==> src/rtl/mode_counter_pkg.sv <==
// Shared constants for the mode_counter block: boundary-mode and direction encodings.
package mode_counter_pkg;

  localparam logic MODE_WRAP = 1'b0;
  localparam logic MODE_SAT  = 1'b1;
  localparam logic DIR_UP    = 1'b1;
  localparam logic DIR_DOWN  = 1'b0;

endpackage

==> src/rtl/mode_counter_prescaler.sv <==
// Prescaler for mode_counter: emits tick once every prescale+1 enabled cycles.
module count_prescaler #(
  parameter int PRESCALE_W = 4
) (
  input  logic                  clk,
  input  logic                  rst_n,
  input  logic                  en,
  input  logic                  restart,
  input  logic [PRESCALE_W-1:0] prescale,
  output logic                  tick
);

  logic [PRESCALE_W-1:0] pre_cnt_q;
  logic [PRESCALE_W-1:0] pre_cnt_d;

  // >= rather than == so lowering prescale mid-interval ticks on the next enabled cycle
  assign tick = (pre_cnt_q >= prescale);

  always_comb begin
    pre_cnt_d = pre_cnt_q;
    if (restart) begin
      pre_cnt_d = '0;
    end else if (en) begin
      pre_cnt_d = tick ? '0 : pre_cnt_q + 1'b1;
    end
  end

  always_ff @(posedge clk or negedge rst_n) begin
    if (!rst_n) begin
      pre_cnt_q <= '0;
    end else begin
      pre_cnt_q <= pre_cnt_d;
    end
  end

endmodule

==> src/rtl/mode_counter.sv <==
// Up/down counter with wrap or saturate boundary mode, clear/load and terminal-count pulse.
// Optional prescaler enabled by defining MODE_COUNTER_PRESCALE_EN.
module mode_counter #(
  parameter int WIDTH      = 8,
  parameter int MAX_VAL    = 2**WIDTH-1,
  parameter int PRESCALE_W = 4
) (
  input  logic                  clk,
  input  logic                  rst_n,
  input  logic                  en,
  input  logic                  up,
  input  logic                  mode,
  input  logic                  clear,
  input  logic                  load,
  input  logic [WIDTH-1:0]      load_val,
  input  logic [PRESCALE_W-1:0] prescale,
  output logic [WIDTH-1:0]      count,
  output logic                  tc,
  output logic                  zero
);

  import mode_counter_pkg::*;

  localparam logic [WIDTH-1:0] MAX_V = WIDTH'(MAX_VAL);

  logic             tick;
  logic [WIDTH-1:0] count_q, count_d;
  logic             tc_q, tc_d;

`ifdef MODE_COUNTER_PRESCALE_EN
  count_prescaler #(
    .PRESCALE_W (PRESCALE_W)
  ) u_prescaler (
    .clk      (clk),
    .rst_n    (rst_n),
    .en       (en),
    .restart  (clear | load),
    .prescale (prescale),
    .tick     (tick)
  );
`else
  logic unused_prescale;
  assign unused_prescale = ^prescale;
  assign tick = 1'b1;
`endif

  always_comb begin
    count_d = count_q;
    tc_d    = 1'b0;
    if (clear) begin
      count_d = '0;
    end else if (load) begin
      count_d = (load_val > MAX_V) ? MAX_V : load_val;
    end else if (en && tick) begin
      if (up == DIR_UP) begin
        if (count_q < MAX_V) begin
          count_d = count_q + 1'b1;
          tc_d    = (mode == MODE_SAT) && (count_q == MAX_V - 1'b1);
        end else begin
          count_d = (mode == MODE_WRAP) ? '0 : MAX_V;
          tc_d    = (mode == MODE_WRAP);
        end
      end else begin
        if (count_q != '0) begin
          count_d = count_q - 1'b1;
          tc_d    = (mode == MODE_SAT) && (count_q == {{(WIDTH-1){1'b0}}, 1'b1});
        end else begin
          count_d = (mode == MODE_WRAP) ? MAX_V : '0;
          tc_d    = (mode == MODE_WRAP);
        end
      end
    end
  end

  always_ff @(posedge clk or negedge rst_n) begin
    if (!rst_n) begin
      count_q <= '0;
      tc_q    <= 1'b0;
    end else begin
      count_q <= count_d;
      tc_q    <= tc_d;
    end
  end

  assign count = count_q;
  assign tc    = tc_q;
  assign zero  = (count_q == '0);

endmodule

==> config.mk <==
export PLATFORM = sky130hd
export DESIGN_NAME = mode_counter
export DESIGN_NICKNAME = d
export VERILOG_FILES = /design/src/rtl/mode_counter_pkg.sv /design/src/rtl/mode_counter_prescaler.sv /design/src/rtl/mode_counter.sv
export SDC_FILE = /design/constraint.sdc
export NUM_CORES = 1
export LEC_CHECK = 0
export BUFFER_PORTS_ARGS = -buffer_cell sky130_fd_sc_hd__buf_4
export CAP_MARGIN = 10
export CORE_AREA = 2 2 63 65
export CTS_CLUSTER_DIAMETER = 30
export DETAILED_ROUTE_END_ITERATION = 12
export DIE_AREA = 0 0 65 67
export PLACE_DENSITY = 0.49
export SETUP_SLACK_MARGIN = 0.2
export SYNTH_ARGS = -nofsm -noshare
export SYNTH_HDL_FRONTEND = slang
export SYNTH_SLANG_ARGS = --single-unit
==> constraint.sdc <==
create_clock -name clk -period 1.9 [get_ports clk]
set_input_delay 0.19 -clock clk [delete_from_list [all_inputs] [get_ports clk]]
set_output_delay 0.19 -clock clk [all_outputs]
set_load 0.01 [all_outputs]
==> summary.txt <==
Power
  • Psw: 323 uW
  • Maximum vdd drop: 0.210 mV
  • Sw Share: 0.369
  • Clk pwr share: 0.273
  • Flop pwr share: 0.264
  • Int Pwr: 552 uW
  • PwrDens: 575 mW/mm^2
  • Leak Pwr: 0.637 nW
  • Gate power share: 0.463

Synth
  • Post-Synthesis Net Count: 173
  • Flops & latches, synth: 9
  • Distinct cells, synth: 41
  • Post-synth EDFFs: 0
  • Sequential area share after synthesis: 0.211
  • Ys flop type: dfrtp_1
  • Asr flop ratio synth: 1.00
  • Yosys warning count: 0
  • Mapped Cells: 149
  • Synthesized area: 0.00107 mm^2
  • Avg Cell Area, Syn: 7.17 um^2

Global routing
  • Total grt overflow: 0
  • First-pass GRT wire length: 5950 um
  • Pin count of the biggest net entering global routing: 19
  • Initial antenna violation count: 0
  • Tot GR Track Use: 0.179
  • Vias in the first global route: 1167

Critical path
  • Crit-path slowest cell: or4b_4
  • Reg-to-reg startpoint: count[0]$_DFFE_PN0P_
  • FF-to-FF End: count[5]$_DFFE_PN0P_
  • Max FO, Critical Path: 4
  • Reg2Reg Depth: 7
  • Required @ worst endpoint: 2060 ps
  • Critical Path End Type: flip-flop
  • Worst path max stage delay: 500 ps
  • Crit path cell chain: inv_4, ha_4, or4b_4, mux2_4, o21ai_2, a21oi_1, o21ai_1
  • Critical path start-end classification: flip-flop to flip-flop
  • Cell depth of the worst setup path: 7
  • Reg2Reg Setup Slack: 50 ps
  • CP Data Arrival Time: 2010 ps
  • Buf/Inv on CP: 1
  • CP delay by family, top: simple AND/OR/NAND/NOR gates
  • Startpoint Class: flip-flop

Clock network
  • Clock-pin slew on the worst setup and hold paths: 50 ps
  • TritonCTS clock tree: yes
  • Clock tree buffer depth: 2
  • Root buffer cell: clkbuf_8
  • Clock Sinks: 9
  • Worst skew pair latency: 240 ps
  • Max H-tree Level: 1
  • Cts bufs inserted: 3

STA
  • Fin crit period: 1850 ps
  • Final period utilization: 0.974
  • Fin Setup TNS: 0 ps
  • Slew headroom: 0.720
  • WHS: 168 ps
  • FMAX: 540 MHz
  • Final Setup Violations: 0
  • Worst Skew: 4.17 ps
  • Final Max Slew Viols: 0
  • RSZ-0062 raised after global routing: true
  • Endpoints failing hold: 0
  • Slew @ Worst Pin: 418 ps

Die
  • Ports: 29
  • Die area: 0.00436 mm^2
  • # rows: 22
  • Die Span Y: 67 um
  • Initial Utilization: 0.296
  • Die width: 65 um
  • Core area: 0.00361 mm^2

Status
  • Outcome: finished clean

Place
  • Placed inst area: 0.00139 mm^2
  • DP Wirelength: 2680 um
  • Final Wtd Congestion: 0.883
  • PortBufs: 24

Layout
  • Layout cells sized above 1: 0.351
  • Cell area after layout: 0.00152 mm^2
  • Most frequent cells in the layout: 43 x buf_4, 13 x nand2_1, 11 x nor2_1, 9 x nor3_1, 9 x a21oi_1
  • Final core utilization: 0.422
  • Most common cell after layout, fill and taps aside: buf_4
  • Area growth from synthesis to layout: 42.3%
  • Final nets: 210
  • ANT cells: 0

Routing
  • TritonRoute pass-1 iters: 4
  • First DRT Iteration DRCs: 93
  • Number of vias per cell: 5.45
  • DRT Wirelength: 3590 um
  • WL/cell: 15.4 um
  • Residual DRC: 0
  • Via count: 1269
  • Final ANT Viol Nets: 0

Min path
  • Hold wc startpoint: load_val[4]
  • Hold Path End: count[4]$_DFFE_PN0P_
  • Hold Crit Depth: 3
  • Hold Path Class: input pin to flip-flop

Job
  • Max-Cap Viols: 0
==> worst reg2reg max path, stage by stage, from the launching register on <==
cell and delay (ps):
dfrtp_2 450, inv_4 80, ha_4 120, or4b_4 500, mux2_4 320, o21ai_2 110
a21oi_1 80, o21ai_1 120
==> kinds of logic after synthesis <==
family	synth area share
xor+xnor	0.0164
flops	0.211
simple gates	0.280
buf+inv	0.0796
fa+ha+maj	0.0585
compound gates	0.313
mux	0.0422
==> flip-flops by register name (all words and copies together), names as in the netlist <==
| register | cells |
|---|---|
| tc | 1 |
| count | 8 |
==> how the worst max path moves through the flow <==
stage | slack [ps] | to | from
floorplan | 70 | count[5]$_DFFE_PN0P_ | count[1]$_DFFE_PN0P_
global placement | 40 | count[0]$_DFFE_PN0P_ | count[1]$_DFFE_PN0P_
detailed placement | 30 | count[0]$_DFFE_PN0P_ | count[1]$_DFFE_PN0P_
CTS | 40 | count[5]$_DFFE_PN0P_ | count[1]$_DFFE_PN0P_
global route | -30 | count[0]$_DFFE_PN0P_ | count[0]$_DFFE_PN0P_
finish | 50 | count[5]$_DFFE_PN0P_ | count[0]$_DFFE_PN0P_
==> layout make-up <==
cell class	count	area, um^2
well taps	48	60.1
multi-input cells	120	813
fillers	388	2090
clock buffers	4	45.0
repair buffers	45	344
flip-flops and latches	9	229
inverters	7	28.8
==> metal layers <==
| layer | vias to the layer above | wire length, um | global-route usage |
|---|---|---|---|
| met3 | 2 | 234 | 0.0287 |
| met1 | 582 | 1580 | 0.232 |
| met4 | 0 | 29 | 0.0399 |
| met5 | - | 0 | 0 |
| li1 | 632 | - | - |
| met2 | 53 | 1750 | 0.311 |
==> per-stage QoR <==
| step | setup slack, ps | power, mW | instances |
|---|---|---|---|
| after detailed placement | 25.4 | 0.606 | 224 |
| after global routing | -26.0 | 0.938 | 233 |
| after floorplan | 71.4 | 0.460 | 149 |
| after CTS | 38.7 | 0.873 | 232 |
| after global placement | 40.2 | 0.607 | 224 |
| final | 49.6 | 0.875 | 233 |
==> cells in the mapped netlist, types with 2 or more instances <==
master      n  area share
ha_1        5       0.059
a22o_1      2       0.016
dfrtp_1     9        0.21
a31oi_1     6       0.035
nor2_1     11       0.039
nand3_1     5       0.023
nor2b_1     2       0.012
nand2_1    14       0.049
a221oi_1    2       0.016
a21oi_1    10       0.047
nor4b_1     2       0.016
o2bb2ai_1   2       0.016
or3_1       4       0.023
o31ai_1     4       0.028
buf_2       5       0.023
nor4_1      2       0.012
clkbuf_1    7       0.025
xnor2_1     2       0.016
mux2i_1     3       0.028
o21ai_0     8       0.037
inv_1       7       0.025
o22ai_1     3       0.018
o21ai_1     5       0.023
a211oi_1    4       0.028
nor3_1      9       0.042
==> power by group through the flow <==
stage | Sequential (mW) | Clock (mW) | Combinational (mW)
2_1_floorplan | 0.238 | 0 | 0.222
3_3_place_gp | 0.235 | 0 | 0.372
3_5_place_dp | 0.235 | 0 | 0.371
4_1_cts | 0.230 | 0.242 | 0.401
5_1_grt | 0.234 | 0.258 | 0.447
6_report | 0.231 | 0.239 | 0.405
==> timing repair <==
action,4_1_cts,5_1_grt
endpoints found under the hold margin,9,0
cloned,0,0
buffers inserted,3,1
setup endpoints to repair,7,10
resized for setup,8,3
hold buffers,1,0
pin swaps,5,2
Power figures use the tool's default switching activity.
